`src/rtl/change_dispense_ctrl.sv`:
```
// -----------------------------------------------------------------------------
// change_dispense_ctrl
//
// Purpose:
//   Coin-return sequencer. After a vend or cancel, the transaction FSM hands
//   over a change amount in cents. This block breaks it greedily into
//   50/25/10/5-cent coins. It issues one eject request per coin to the ejector
//   driver over a req/ack handshake, and leaves a mechanical settle gap
//   between coins.
//
// Optional feature (compile-time macro):
//   ACK_TIMEOUT_EN - when defined, a watchdog aborts a request that stays
//                    unacknowledged for ACK_TIMEOUT cycles and ends the
//                    transaction in FAULT. When undefined, REQ waits
//                    indefinitely and no watchdog logic is built.
//
// Parameters:
//   AMT_W       - width of the change amount and remaining counter (>= 6)
//   GAP_CYCLES  - idle cycles between ack and next coin selection (>= 1)
//   ACK_TIMEOUT - unacknowledged REQ cycles before abort (ACK_TIMEOUT_EN only)
//
// Ports:
//   clk        in   system clock
//   rst        in   asynchronous active-high reset
//   start      in   one-cycle dispense request, accepted only in IDLE
//   change_amt in   change in cents, sampled on an accepted start
//   busy       out  high from the cycle after accept until DONE/FAULT exit
//   done       out  one-cycle pulse, all change dispensed
//   fault      out  sticky error, cleared by the next accepted start or reset
//   eject_req  out  coin eject request
//   eject_coin out  coin code while eject_req: 00=50c 01=25c 10=10c 11=5c
//   eject_ack  in   ejector acknowledge, only meaningful while eject_req=1
//   remaining  out  cents still to dispense
//   coin_count out  coins ejected this transaction, saturating at 15
// -----------------------------------------------------------------------------
module change_dispense_ctrl #(
    parameter int AMT_W       = 8,
    parameter int GAP_CYCLES  = 4,
    parameter int ACK_TIMEOUT = 1000
) (
    input  logic             clk,
    input  logic             rst,
    input  logic             start,
    input  logic [AMT_W-1:0] change_amt,
    output logic             busy,
    output logic             done,
    output logic             fault,
    output logic             eject_req,
    output logic [1:0]       eject_coin,
    input  logic             eject_ack,
    output logic [AMT_W-1:0] remaining,
    output logic [3:0]       coin_count
);

    typedef enum logic [2:0] {
        ST_IDLE   = 3'd0,
        ST_SELECT = 3'd1,
        ST_REQ    = 3'd2,
        ST_GAP    = 3'd3,
        ST_DONE   = 3'd4,
        ST_FAULT  = 3'd5
    } state_t;

    localparam int GAP_W = (GAP_CYCLES > 1) ? $clog2(GAP_CYCLES) : 1;
    localparam logic [GAP_W-1:0] GAP_LAST = GAP_W'(GAP_CYCLES - 1);

    // Elaboration-time sanity check of the configuration.
    if (GAP_CYCLES < 1 || ACK_TIMEOUT < 1 || AMT_W < 6) begin : g_param_check
        $error("change_dispense_ctrl: illegal parameter combination");
    end

    // Cent value of a coin code.
    function automatic logic [AMT_W-1:0] coin_value(input logic [1:0] code);
        logic [AMT_W-1:0] val;
        case (code)
            2'b00:   val = AMT_W'(7'd50);
            2'b01:   val = AMT_W'(7'd25);
            2'b10:   val = AMT_W'(7'd10);
            2'b11:   val = AMT_W'(7'd5);
            default: val = AMT_W'(7'd0);
        endcase
        return val;
    endfunction

    state_t           state_q, state_d;
    logic [AMT_W-1:0] rem_q,   rem_d;
    logic [3:0]       cnt_q,   cnt_d;
    logic [1:0]       coin_q,  coin_d;
    logic [GAP_W-1:0] gap_q,   gap_d;
    logic             req_q,   req_d;
    logic             busy_q,  busy_d;
    logic             done_q,  done_d;
    logic             fault_q, fault_d;

`ifdef ACK_TIMEOUT_EN
    localparam int WD_W = (ACK_TIMEOUT > 1) ? $clog2(ACK_TIMEOUT) : 1;
    localparam logic [WD_W-1:0] WD_LAST = WD_W'(ACK_TIMEOUT - 1);
    logic [WD_W-1:0]  wd_q, wd_d;
`endif

    // Next-state logic plus the next values of the registered outputs.
    always_comb begin
        state_d = state_q;
        rem_d   = rem_q;
        cnt_d   = cnt_q;
        coin_d  = coin_q;
        gap_d   = gap_q;
`ifdef ACK_TIMEOUT_EN
        wd_d    = wd_q;
`endif

        case (state_q)
            ST_IDLE: begin
                if (start) begin
                    state_d = ST_SELECT;
                    rem_d   = change_amt;
                    cnt_d   = 4'd0;
                end else begin
                    state_d = ST_IDLE;
                end
            end
            ST_SELECT: begin
                // Largest coin that still fits; a 1..4 cent residual cannot be paid.
                if (rem_q >= AMT_W'(7'd50)) begin
                    coin_d  = 2'b00;
                    state_d = ST_REQ;
                end else if (rem_q >= AMT_W'(7'd25)) begin
                    coin_d  = 2'b01;
                    state_d = ST_REQ;
                end else if (rem_q >= AMT_W'(7'd10)) begin
                    coin_d  = 2'b10;
                    state_d = ST_REQ;
                end else if (rem_q >= AMT_W'(7'd5)) begin
                    coin_d  = 2'b11;
                    state_d = ST_REQ;
                end else if (rem_q == AMT_W'(7'd0)) begin
                    state_d = ST_DONE;
                end else begin
                    state_d = ST_FAULT;
                end
`ifdef ACK_TIMEOUT_EN
                wd_d = WD_W'(1'b0);
`endif
            end
            ST_REQ: begin
                if (eject_ack) begin
                    rem_d   = rem_q - coin_value(coin_q);
                    cnt_d   = (cnt_q == 4'd15) ? 4'd15 : cnt_q + 4'd1;
                    gap_d   = GAP_W'(1'b0);
                    state_d = ST_GAP;
`ifdef ACK_TIMEOUT_EN
                end else if (wd_q == WD_LAST) begin
                    // Abandon the coin; remaining and coin_count keep their values.
                    state_d = ST_FAULT;
                end else begin
                    wd_d    = wd_q + WD_W'(1'b1);
                    state_d = ST_REQ;
`else
                end else begin
                    state_d = ST_REQ;
`endif
                end
            end
            ST_GAP: begin
                if (gap_q == GAP_LAST) begin
                    gap_d   = GAP_W'(1'b0);
                    state_d = ST_SELECT;
                end else begin
                    gap_d   = gap_q + GAP_W'(1'b1);
                    state_d = ST_GAP;
                end
            end
            ST_DONE:  state_d = ST_IDLE;
            ST_FAULT: state_d = ST_IDLE;
            default:  state_d = ST_IDLE;
        endcase

        // Outputs are registered copies decoded from the next state, so they
        // line up with the state they describe.
        req_d  = (state_d == ST_REQ);
        busy_d = (state_d == ST_SELECT) || (state_d == ST_REQ) || (state_d == ST_GAP);
        done_d = (state_d == ST_DONE);

        // fault is sticky across IDLE until the next accepted start.
        if (state_d == ST_FAULT) begin
            fault_d = 1'b1;
        end else if ((state_q == ST_IDLE) && start) begin
            fault_d = 1'b0;
        end else begin
            fault_d = fault_q;
        end
    end

    // State and output registers with asynchronous reset.
    always_ff @(posedge clk or posedge rst) begin
        if (rst) begin
            state_q <= ST_IDLE;
            rem_q   <= AMT_W'(1'b0);
            cnt_q   <= 4'd0;
            coin_q  <= 2'b00;
            gap_q   <= GAP_W'(1'b0);
            req_q   <= 1'b0;
            busy_q  <= 1'b0;
            done_q  <= 1'b0;
            fault_q <= 1'b0;
`ifdef ACK_TIMEOUT_EN
            wd_q    <= WD_W'(1'b0);
`endif
        end else begin
            state_q <= state_d;
            rem_q   <= rem_d;
            cnt_q   <= cnt_d;
            coin_q  <= coin_d;
            gap_q   <= gap_d;
            req_q   <= req_d;
            busy_q  <= busy_d;
            done_q  <= done_d;
            fault_q <= fault_d;
`ifdef ACK_TIMEOUT_EN
            wd_q    <= wd_d;
`endif
        end
    end

    assign busy       = busy_q;
    assign done       = done_q;
    assign fault      = fault_q;
    assign eject_req  = req_q;
    assign eject_coin = coin_q;
    assign remaining  = rem_q;
    assign coin_count = cnt_q;

endmodule
```
`config.mk`:
```
export PLATFORM = sky130hd
export DESIGN_NAME = change_dispense_ctrl
export DESIGN_NICKNAME = d
export VERILOG_FILES = /design/src/rtl/change_dispense_ctrl.sv
export SDC_FILE = /design/constraint.sdc
export NUM_CORES = 1
export LEC_CHECK = 0
export BUFFER_PORTS_ARGS = -buffer_cell sky130_fd_sc_hd__buf_2
export CAP_MARGIN = 20
export CORE_UTILIZATION = 35
export DETAILED_ROUTE_END_ITERATION = 7
export GPL_TIMING_DRIVEN = 0
export PLACE_DENSITY = 0.59
export SYNTH_ARGS = -nofsm -noshare
export SYNTH_HDL_FRONTEND = slang
export SYNTH_SLANG_ARGS = --single-unit
```
`constraint.sdc`:
```
create_clock -name clk -period 2.5 [get_ports clk]
set_input_delay 0.625 -clock clk [delete_from_list [all_inputs] [get_ports clk]]
set_output_delay 0.625 -clock clk [all_outputs]
set_load 0.1 [all_outputs]
```
==> flow_summary.yaml, run 1 <==
run_status:
  status: "completed"
run:
  max_cap_viol_count: 0
synth:
  synthesis.nets: 201
  ys_warn_count: 0
  async_flop_share: 1.000
  ys_seq_area_frac: 0.3651
  synth_cell_types: 44
  yosysTopAreaCell: "dfrtp_1"
  ys_ff_latch: 23
  syn_area_sq_um: 1577
  syn_avg_cell_area_sq_um: 9.009
  yosys.area.top_type_share: 0.3651
  ys.flop_type: "dfrtp_1"
  synth_area_leaders: "dfrtp_1 37%, ha_1 10%, a21oi_1 4.4%"
  synth_cells: 175
  synth_edf_count: 0
global_route:
  grt_pass1_wl_microns: 6085
  antenna_found_initial: 0
  grt_max_degree: 24
  overflow: 0
  grt_pass1_vias: 1328
  grt_use_total: 0.1580
place:
  pre_cts_slack_ps: 80.55
  io_buffers: 29
  placed_cells: 256
  post-dp-hpwl_microns: 2629
  gp_congestion: 0.7720
setup_path:
  cp_num_buf_inv: 2
  crit_family: "compound AO/OA/AOI/OAI gates"
  crit_type: "flip-flop to flip-flop"
  start_kind: "flip-flop"
  cp-end-kind: "flip-flop"
  worstRegToRegCells: 11
  worst_path_largest_cell_delay_ps: 460
  critPathArrivalTime_ps: 2560
  cp_cell_sequence: "inv_2 -> ha_1 -> nor2_1 -> ha_1 -> inv_1 -> fa_2 -> a211oi_2 -> o21bai_1 -> a21oi_2 -> a31oi_1 -> o22a_1"
  worstPathMaxFanout: 5
  critPathSlowestCell: "dfrtp_4"
  path_depth: 11
  worst_path_most_repeated_cell: "ha_1"
  required_ps: 2670
detailed_routing:
  wl_met2_microns: 1472
  drc: 0
  antenna_left: 0
  post_drt_via_cell_ratio: 5.142
  wl_met1_microns: 1795
  drt_iter0_drc: 38
  top_layer_used: "met4"
  vias: 1337
  wl_met3_microns: 128
  drtPass1Iterations: 4
  wirelength_microns: 3472
  wl_per_cell_microns: 13.35
timing:
  holdWs_ps: 510.6
  slew-limit-headroom: 0.4144
  drv_slew: 0
  finalHoldViolCount: 0
  fmax_ghz: 0.4174
  fin_crit_ps: 2396
  setup_viol: 0
  worst_pin_slew_ps: 877.4
  setup_ws_ps: 104.0
  clock_skew_ps: 6.283
  rsz0062_at_grt: "yes"
  finalCritPeriodShare: 0.9584
hold_path:
  min_path_type: "flip-flop to flip-flop"
  holdPathStages: 1
final_layout:
  fin_nets: 235
  area_delta_synth_final_pct: 17.78
  drive_above_1_share: 0.2644
  antenna_cells: 0
  fin_cells: 260
cts:
  cts_buffers: 3
  clk_pin_slew_ps: 90
  cts.path.max_buffers: 2
  cts.sinks: 23
  h-tree-depth: 1
  clk_latency_ps: 270
  cts_tree: "yes"
  root_buffer: "clkbuf_8"
floorplan:
  dieArea_sq_um: 4777
  core-area_sq_um: 4354
  ioPinCount: 30
  start_util: 0.3621
  fp-row-count: 24
  fp.dieH_microns: 69.12
  die_x_microns: 69.12
## Yosys cell counts (2+ instances only)
master     number
a211oi_1        3
a21oi_1        14
a2bb2oi_1       2
a31oi_1         5
a32o_1          2
buf_2           3
buf_6           2
dfrtp_1        23
ha_1           13
inv_1          11
mux2i_1         2
nand2_1        16
nand2b_1        3
nand3_1         4
nor2_1         17
nor2b_1         3
nor3_1          8
o21a_1          5
o21ai_0        13
o21ai_1         2
## registers in the layout (all words and copies together), names as in the netlist
name and flops:
remaining 8, coin_count 4, state_q 3, eject_coin 2
gap_q 2, busy 1, done 1, eject_req 1
fault 1
## path summary, 6_finish.rpt
check | slack (ps) | start | end
max | 100 | eject_coin[0]$_DFFE_PP0P_ | remaining[6]$_DFFE_PP0P_
min | 510 | fault$_DFFE_PP0P_ | fault$_DFFE_PP0P_
max reg2reg | 100 | eject_coin[0]$_DFFE_PP0P_ | remaining[6]$_DFFE_PP0P_
min reg2reg | 510 | fault$_DFFE_PP0P_ | fault$_DFFE_PP0P_
max in group asynchronous | 1330 | rst | eject_coin[0]$_DFFE_PP0P_
min in group asynchronous | 520 | rst | coin_count[3]$_DFFE_PP0P_
## per-layer routing
layer,vias to the layer above,global-route usage
met5,-,0
met4,0,0.07937
met3,6,0.02339
met2,26,0.2341
met1,611,0.2231
li1,694,-
## logic make-up (layout without fill, tap and decap cells)
| family | Yosys count | in the layout | synth area share |
|---|---|---|---|
| AND/OR/NAND/NOR | 59 | 59 | 0.1929 |
| multiplexers | 3 | 3 | 0.01984 |
| buffers and inverters | 18 | 51 | 0.05714 |
| adder cells (fa/ha/maj) | 14 | 14 | 0.1159 |
| AO/OA/AOI/OAI | 57 | 57 | 0.2437 |
| flip-flops | 23 | 23 | 0.3651 |
| XOR/XNOR | 1 | 1 | 0.005557 |
## per-stage QoR
stage          instance area [sq um]  TNS [ps]  utilization
6_report                        1857         0       0.4264
5_1_grt                         1857    -65.78       0.4264
4_1_cts                         1848         0       0.4244
3_5_place_dp                    1802         0       0.4138
3_3_place_gp                    1802         0       0.4138
2_1_floorplan                   1592         0            -
## area by class of cell
type	count	area [sq um]
repair buffers	29	145.1
plain buffers	7	48.80
clock buffers	3	41.29
clock inverters	1	5.005
multi-input cells	134	927.1
inverters	11	41.29
well taps	52	65.06
flip-flops and latches	23	583.1
fillers	447	2497
## layout by cell type, fill, tap and decap left out, drive strengths merged, types with 2 or more instances in the layout
master and instances:
nand2 16, a31oi 5, a21oi 14, nor3 9
a211oi 3, o21ai 15, ha 13, inv 11
dfrtp 23, a2bb2oi 2, clkbuf 4, nand2b 4
a32o 2, nand3 4, buf 35, nor2b 3
o21bai 2, o21a 5, mux2i 2, nor2 17
## repair_timing
action	in CTS	in global routing
hold endpoints to repair	0	0
setup endpoints to repair	0	2
hold buffers	0	0
buffers inserted	0	0
resized for setup	0	2
Power of run 1 is left out: the tool's default activity adds up to more than one toggle a clock period on the data nets, which glitch-free logic cannot reach.
==> inputs of run 2 (changes only) <==
- CORE_UTILIZATION: 35 -> 45
- PLACE_DENSITY: 0.59 -> 0.71
==> run 2 against run 1 <==
  * First-iteration DRC count up 32%
  * Non-clock buffer count up 2
  * Utilization up 13 points
  * Cell area down 0.61%
  * Critical endpoint unchanged
  * Worst hold slack worse by 61 ps
  * Critical path depth up 1
  * Clock-buffer cell count unchanged
  * Global-route usage up 4.0 points
  * Fmax down 3.0%
  * Final cell count down 1.5%
  * Flip-flop and latch count unchanged
  * Clock skew up 1.5 ps
==> flow_summary.yaml, run 2 (synthesis gave the netlist of run 1 again) <==
run_status:
  status: "completed"
floorplan:
  fp.dieH_microns: 61.19
  start_util: 0.4724
  ioPinCount: 30
  fp-row-count: 21
  die_x_microns: 61.19
  core-area_sq_um: 3337
  dieArea_sq_um: 3744
cts:
  clk_pin_slew_ps: 140
  cts.sinks: 23
  clk_latency_ps: 320
  cts_buffers: 3
  h-tree-depth: 1
  cts_tree: "yes"
  cts.path.max_buffers: 2
  root_buffer: "clkbuf_4"
global_route:
  grt_pass1_wl_microns: 5423
  grt_max_degree: 24
  overflow: 0
  grt_use_total: 0.1979
  antenna_found_initial: 0
  grt_pass1_vias: 1150
timing:
  drv_slew: 0
  finalCritPeriodShare: 0.9885
  fin_crit_ps: 2471
  clock_skew_ps: 7.746
  slew-limit-headroom: 0.4257
  fmax_ghz: 0.4046
  setup_viol: 0
  worst_pin_slew_ps: 860.4
  finalHoldViolCount: 0
  rsz0062_at_grt: "yes"
run:
  max_cap_viol_count: 0
final_layout:
  fin_cells: 256
  drive_above_1_share: 0.2714
  layout_commonest_cell: "buf_2"
  fin_nets: 237
  area.sequential_sq_um: 583.1
  multi_input_area_sq_um: 927.1
  final_cell_mix: "32 x buf_2, 21 x dfrtp_1, 17 x nor2_1"
  fillers: 334
  antenna_cells: 0
  largest_reg_flops: 8
  area_delta_synth_final_pct: 17.06
detailed_routing:
  antenna_left: 0
  drc: 0
  drt_iter0_drc: 50
  vias: 1368
  wirelength_microns: 3356
  drtPass1Iterations: 4
  post_drt_via_cell_ratio: 5.344
  wl_per_cell_microns: 13.11
place:
  gp_congestion: 0.7528
  io_buffers: 29
  placed_cells: 250
  post-dp-hpwl_microns: 2484
setup_path:
  required_ps: 2730
  worstRegToRegCells: 12
  crit_type: "flip-flop to flip-flop"
  critPathArrivalTime_ps: 2700
  r2r_setup_slack_ps: 30
  start_kind: "flip-flop"
  cp-end-kind: "flip-flop"
  worstPathMaxFanout: 5
  regToRegStartpoint: "eject_coin[1]$_DFFE_PP0P_"
  r2r_end: "remaining[6]$_DFFE_PP0P_"
hold_path:
  min_path_type: "input port to asynchronous set/reset pin"
run 2: area by class of cell:
type,instances,area share
clock buffers,3,0.01220
inverters,11,0.02237
well taps,46,0.03119
multi-input cells,134,0.5024
flip-flops and latches,23,0.3159
plain buffers,7,0.02644
repair buffers,31,0.08678
clock inverters,1,0.002712
run 2: critical path, cell delays in order (launching register included):
cell	delay, ps
dfrtp_4	530
inv_2	70
ha_1	130
nor2_1	40
nor2_1	150
ha_1	200
inv_1	60
fa_2	370
a211oi_2	240
o21bai_1	120
a21oi_2	150
a31oi_1	100
o22a_1	210
run 2: worst max path at each step:
stage / slack [ps] / cells past startpoint / end / start
4_1_cts: 4 / 12 / remaining[6]$_DFFE_PP0P_ / eject_coin[1]$_DFFE_PP0P_
6_report: 30 / 12 / remaining[6]$_DFFE_PP0P_ / eject_coin[1]$_DFFE_PP0P_
5_1_grt: -80 / 12 / remaining[6]$_DFFE_PP0P_ / eject_coin[1]$_DFFE_PP0P_
2_1_floorplan: 10 / 11 / remaining[6]$_DFFE_PP0P_ / eject_coin[0]$_DFFE_PP0P_
3_3_place_gp: 30 / 12 / remaining[6]$_DFFE_PP0P_ / eject_coin[1]$_DFFE_PP0P_
3_5_place_dp: 3 / 12 / remaining[6]$_DFFE_PP0P_ / eject_coin[1]$_DFFE_PP0P_
run 2: routing by layer:
layer / vias up / track usage / wire length [microns]
met4: 0 / 0.06818 / 42
met5: - / 0 / 0
li1: 692 / - / -
met3: 5 / 0.01891 / 122
met1: 639 / 0.2878 / 1707
met2: 32 / 0.3075 / 1484
run 2: repair_timing:
item / 4_1_cts / 5_1_grt
pin swaps: 0 / 1
hold buffers: 0 / 0
setup buffers: 2 / 0
gates resized for setup: 0 / 2
endpoints found under the setup margin: 1 / 2
run 2: through the flow:
stage	setup slack, ps	utilization	TNS [ps]	hold WS (ps)	area (sq um)
floorplan	12.30	-	0	469.8	1592
global placement	32.40	0.5377	0	484.3	1794
detailed placement	2.667	0.5377	0	495.3	1794
CTS	3.799	0.5504	0	489.5	1837
global route	-82.15	0.5531	-82.15	514.6	1846
finish	28.65	0.5531	0	449.1	1846
Power of run 2 is left out for the same reason.
==> inputs of run 3 (changes only) <==
- ABC_AREA: default -> 1
==> run 3 against run 2 <==
  * Clock-buffer cell count increased by 1
  * Fmax increased by 21%
  * Setup slack improved by 430 ps
  * Critical path type unchanged
  * Largest cell class unchanged
  * Critical endpoint is now remaining[4]$_DFFE_PP0P_
  * Sequential share of layout area increased by 0.47 points
  * Worst hold slack improved by 17 ps
  * Synthesized cell count increased by 21%
  * First-iteration DRC count increased by 14%
  * Synthesized area decreased by 0.32%
  * Final cell count increased by 14%
  * Critical path depth decreased by 1
  * Non-clock buffer count decreased by 7
==> flow_summary.yaml, run 3 <==
synth:
  synth_area_leaders: "dfrtp_1 37%, nand2_1 13%, ha_1 10%"
  syn_area_sq_um: 1572
  yosysMostFrequentCell: "nand2_1"
  ys.flop_type: "dfrtp_1"
  syn_avg_cell_area_sq_um: 7.413
  ys_warn_count: 0
  synthesis.nets: 238
  yosysTopAreaCell: "dfrtp_1"
  synth_edf_count: 0
  yosys.area.top_type_share: 0.3662
  ys_seq_area_frac: 0.3662
  synth_cell_types: 29
  async_flop_share: 1.000
  netlist_top_cells_count: "56 x nand2_1, 33 x inv_1, 23 x dfrtp_1"
  synth_cells: 212
  ys_ff_latch: 23
cts:
  clk_pin_slew_ps: 130
  clk_latency_ps: 300
  cts.path.max_buffers: 2
  root_buffer: "clkbuf_4"
  h-tree-depth: 1
  cts-hold-fix-buffers: 0
  cts_tree: "yes"
  cts.sinks: 23
  cts.repair.resized: 0
  cts_buffers: 3
  post_cts_buffers: 0
final_layout:
  largest_reg_flops: 8
  multi_input_area_sq_um: 848.3
  area_delta_synth_final_pct: 14.73
  drive_above_1_share: 0.2041
  fin_nets: 272
  fillers: 358
  area.sequential_sq_um: 578.1
  antenna_cells: 0
  layout_commonest_cell: "nand2_1"
  final_cell_mix: "56 x nand2_1, 33 x inv_1, 30 x buf_2"
detailed_routing:
  wirelength_microns: 3115
  post_drt_via_cell_ratio: 4.818
  drtPass1Iterations: 4
  wl_per_cell_microns: 10.70
  drc: 0
  vias: 1402
  antenna_left: 0
  drt_iter0_drc: 57
global_route:
  grt_use_total: 0.1904
  grt_pass1_wl_microns: 5354
  antenna_found_initial: 0
  overflow: 0
  grt_max_degree: 24
  grt_pass1_vias: 1280
floorplan:
  ioPinCount: 30
  fp-row-count: 21
  die_x_microns: 61.10
  dieArea_sq_um: 3733
  start_util: 0.4709
  fp.dieH_microns: 61.10
  core-area_sq_um: 3337
setup_path:
  cp-end-kind: "flip-flop"
  required_ps: 2740
  worstPathMaxFanout: 5
  critPathArrivalTime_ps: 2280
  crit_type: "flip-flop to flip-flop"
  start_kind: "flip-flop"
timing:
  finalSetupTns_ps: 0
  worst_pin_slew_ps: 841.0
  slew-limit-headroom: 0.4387
  rsz0062_at_grt: "no"
  finalCritPeriodShare: 0.8176
  finalHoldViolCount: 0
  fmax_ghz: 0.4893
  drv_slew: 0
  fin_crit_ps: 2044
  clock_skew_ps: 10.41
  setup_viol: 0
place:
  post-dp-hpwl_microns: 2522
  gp_congestion: 0.8376
  io_buffers: 29
run_status:
  status: "completed"
hold_path:
  min_path_type: "input port to asynchronous set/reset pin"
run:
  max_cap_viol_count: 0
[run 3: routing by layer]
layer,share of wire,track usage,wire (microns)
met4,0.0067,0.05519,21
met2,0.48,0.3230,1483
met3,0.038,0.01681,118
met1,0.48,0.2604,1491
met5,0,0,0
[run 3: per-stage QoR]
stage | hold WS, ps | utilization | worst slack (ps) | instance area, sq um | cells
after floorplan | 449.7 | - | 197.6 | 1574 | 212
after global placement | 467.0 | 0.5324 | 468.3 | 1777 | 287
after detailed placement | 497.8 | 0.5324 | 449.6 | 1777 | 287
after CTS | 508.0 | 0.5403 | 430.5 | 1803 | 291
after global routing | 552.9 | 0.5403 | 191.5 | 1803 | 291
final | 465.7 | 0.5403 | 456.1 | 1803 | 291
[run 3: layout make-up]
| class | instances | share of cell area |
|---|---|---|
| multi-input combinational | 152 | 0.4705 |
| tap | 46 | 0.03192 |
| inverter | 35 | 0.07287 |
| timing repair buffer | 29 | 0.08050 |
| buffer | 2 | 0.009022 |
| clock buffer | 4 | 0.01457 |
| sequential | 23 | 0.3206 |
[run 3: logic make-up (layout without fill, tap and decap cells)]
kind of cell	after synthesis	in the layout	synth area share
and+or+nand+nor	106	106	0.3057
buffers and inverters	37	70	0.09395
AOI/OAI and AO/OA	30	30	0.1067
DFF	23	23	0.3662
adders and majority gates	14	14	0.1162
xor gates and xnor gates	2	2	0.01115
[run 3: worst paths after layout]
kind	from	to	slack, ps	cells past startpoint
min in group clk	gap_q[0]$_DFFE_PP0P_	gap_q[0]$_DFFE_PP0P_	510	1
max in group asynchronous	rst	eject_coin[0]$_DFFE_PP0P_	1450	2
setup reg to reg	eject_coin[0]$_DFFE_PP0P_	remaining[4]$_DFFE_PP0P_	460	11
hold reg to reg	gap_q[0]$_DFFE_PP0P_	gap_q[0]$_DFFE_PP0P_	510	1
setup / recovery	eject_coin[0]$_DFFE_PP0P_	remaining[4]$_DFFE_PP0P_	460	11
hold / removal	rst	coin_count[0]$_DFFE_PP0P_	470	2
[run 3: critical path, cell delays in order, from the launching register on]
cell and delay (ps):
dfrtp_2 420, inv_1 90, ha_1 230, nor2_1 120
ha_1 150, inv_1 70, fa_1 430, nand2_1 90
nand2_1 60, a21oi_1 100, o21ai_0 100, a21oi_1 130
Power of run 3 is left out for the same reason.
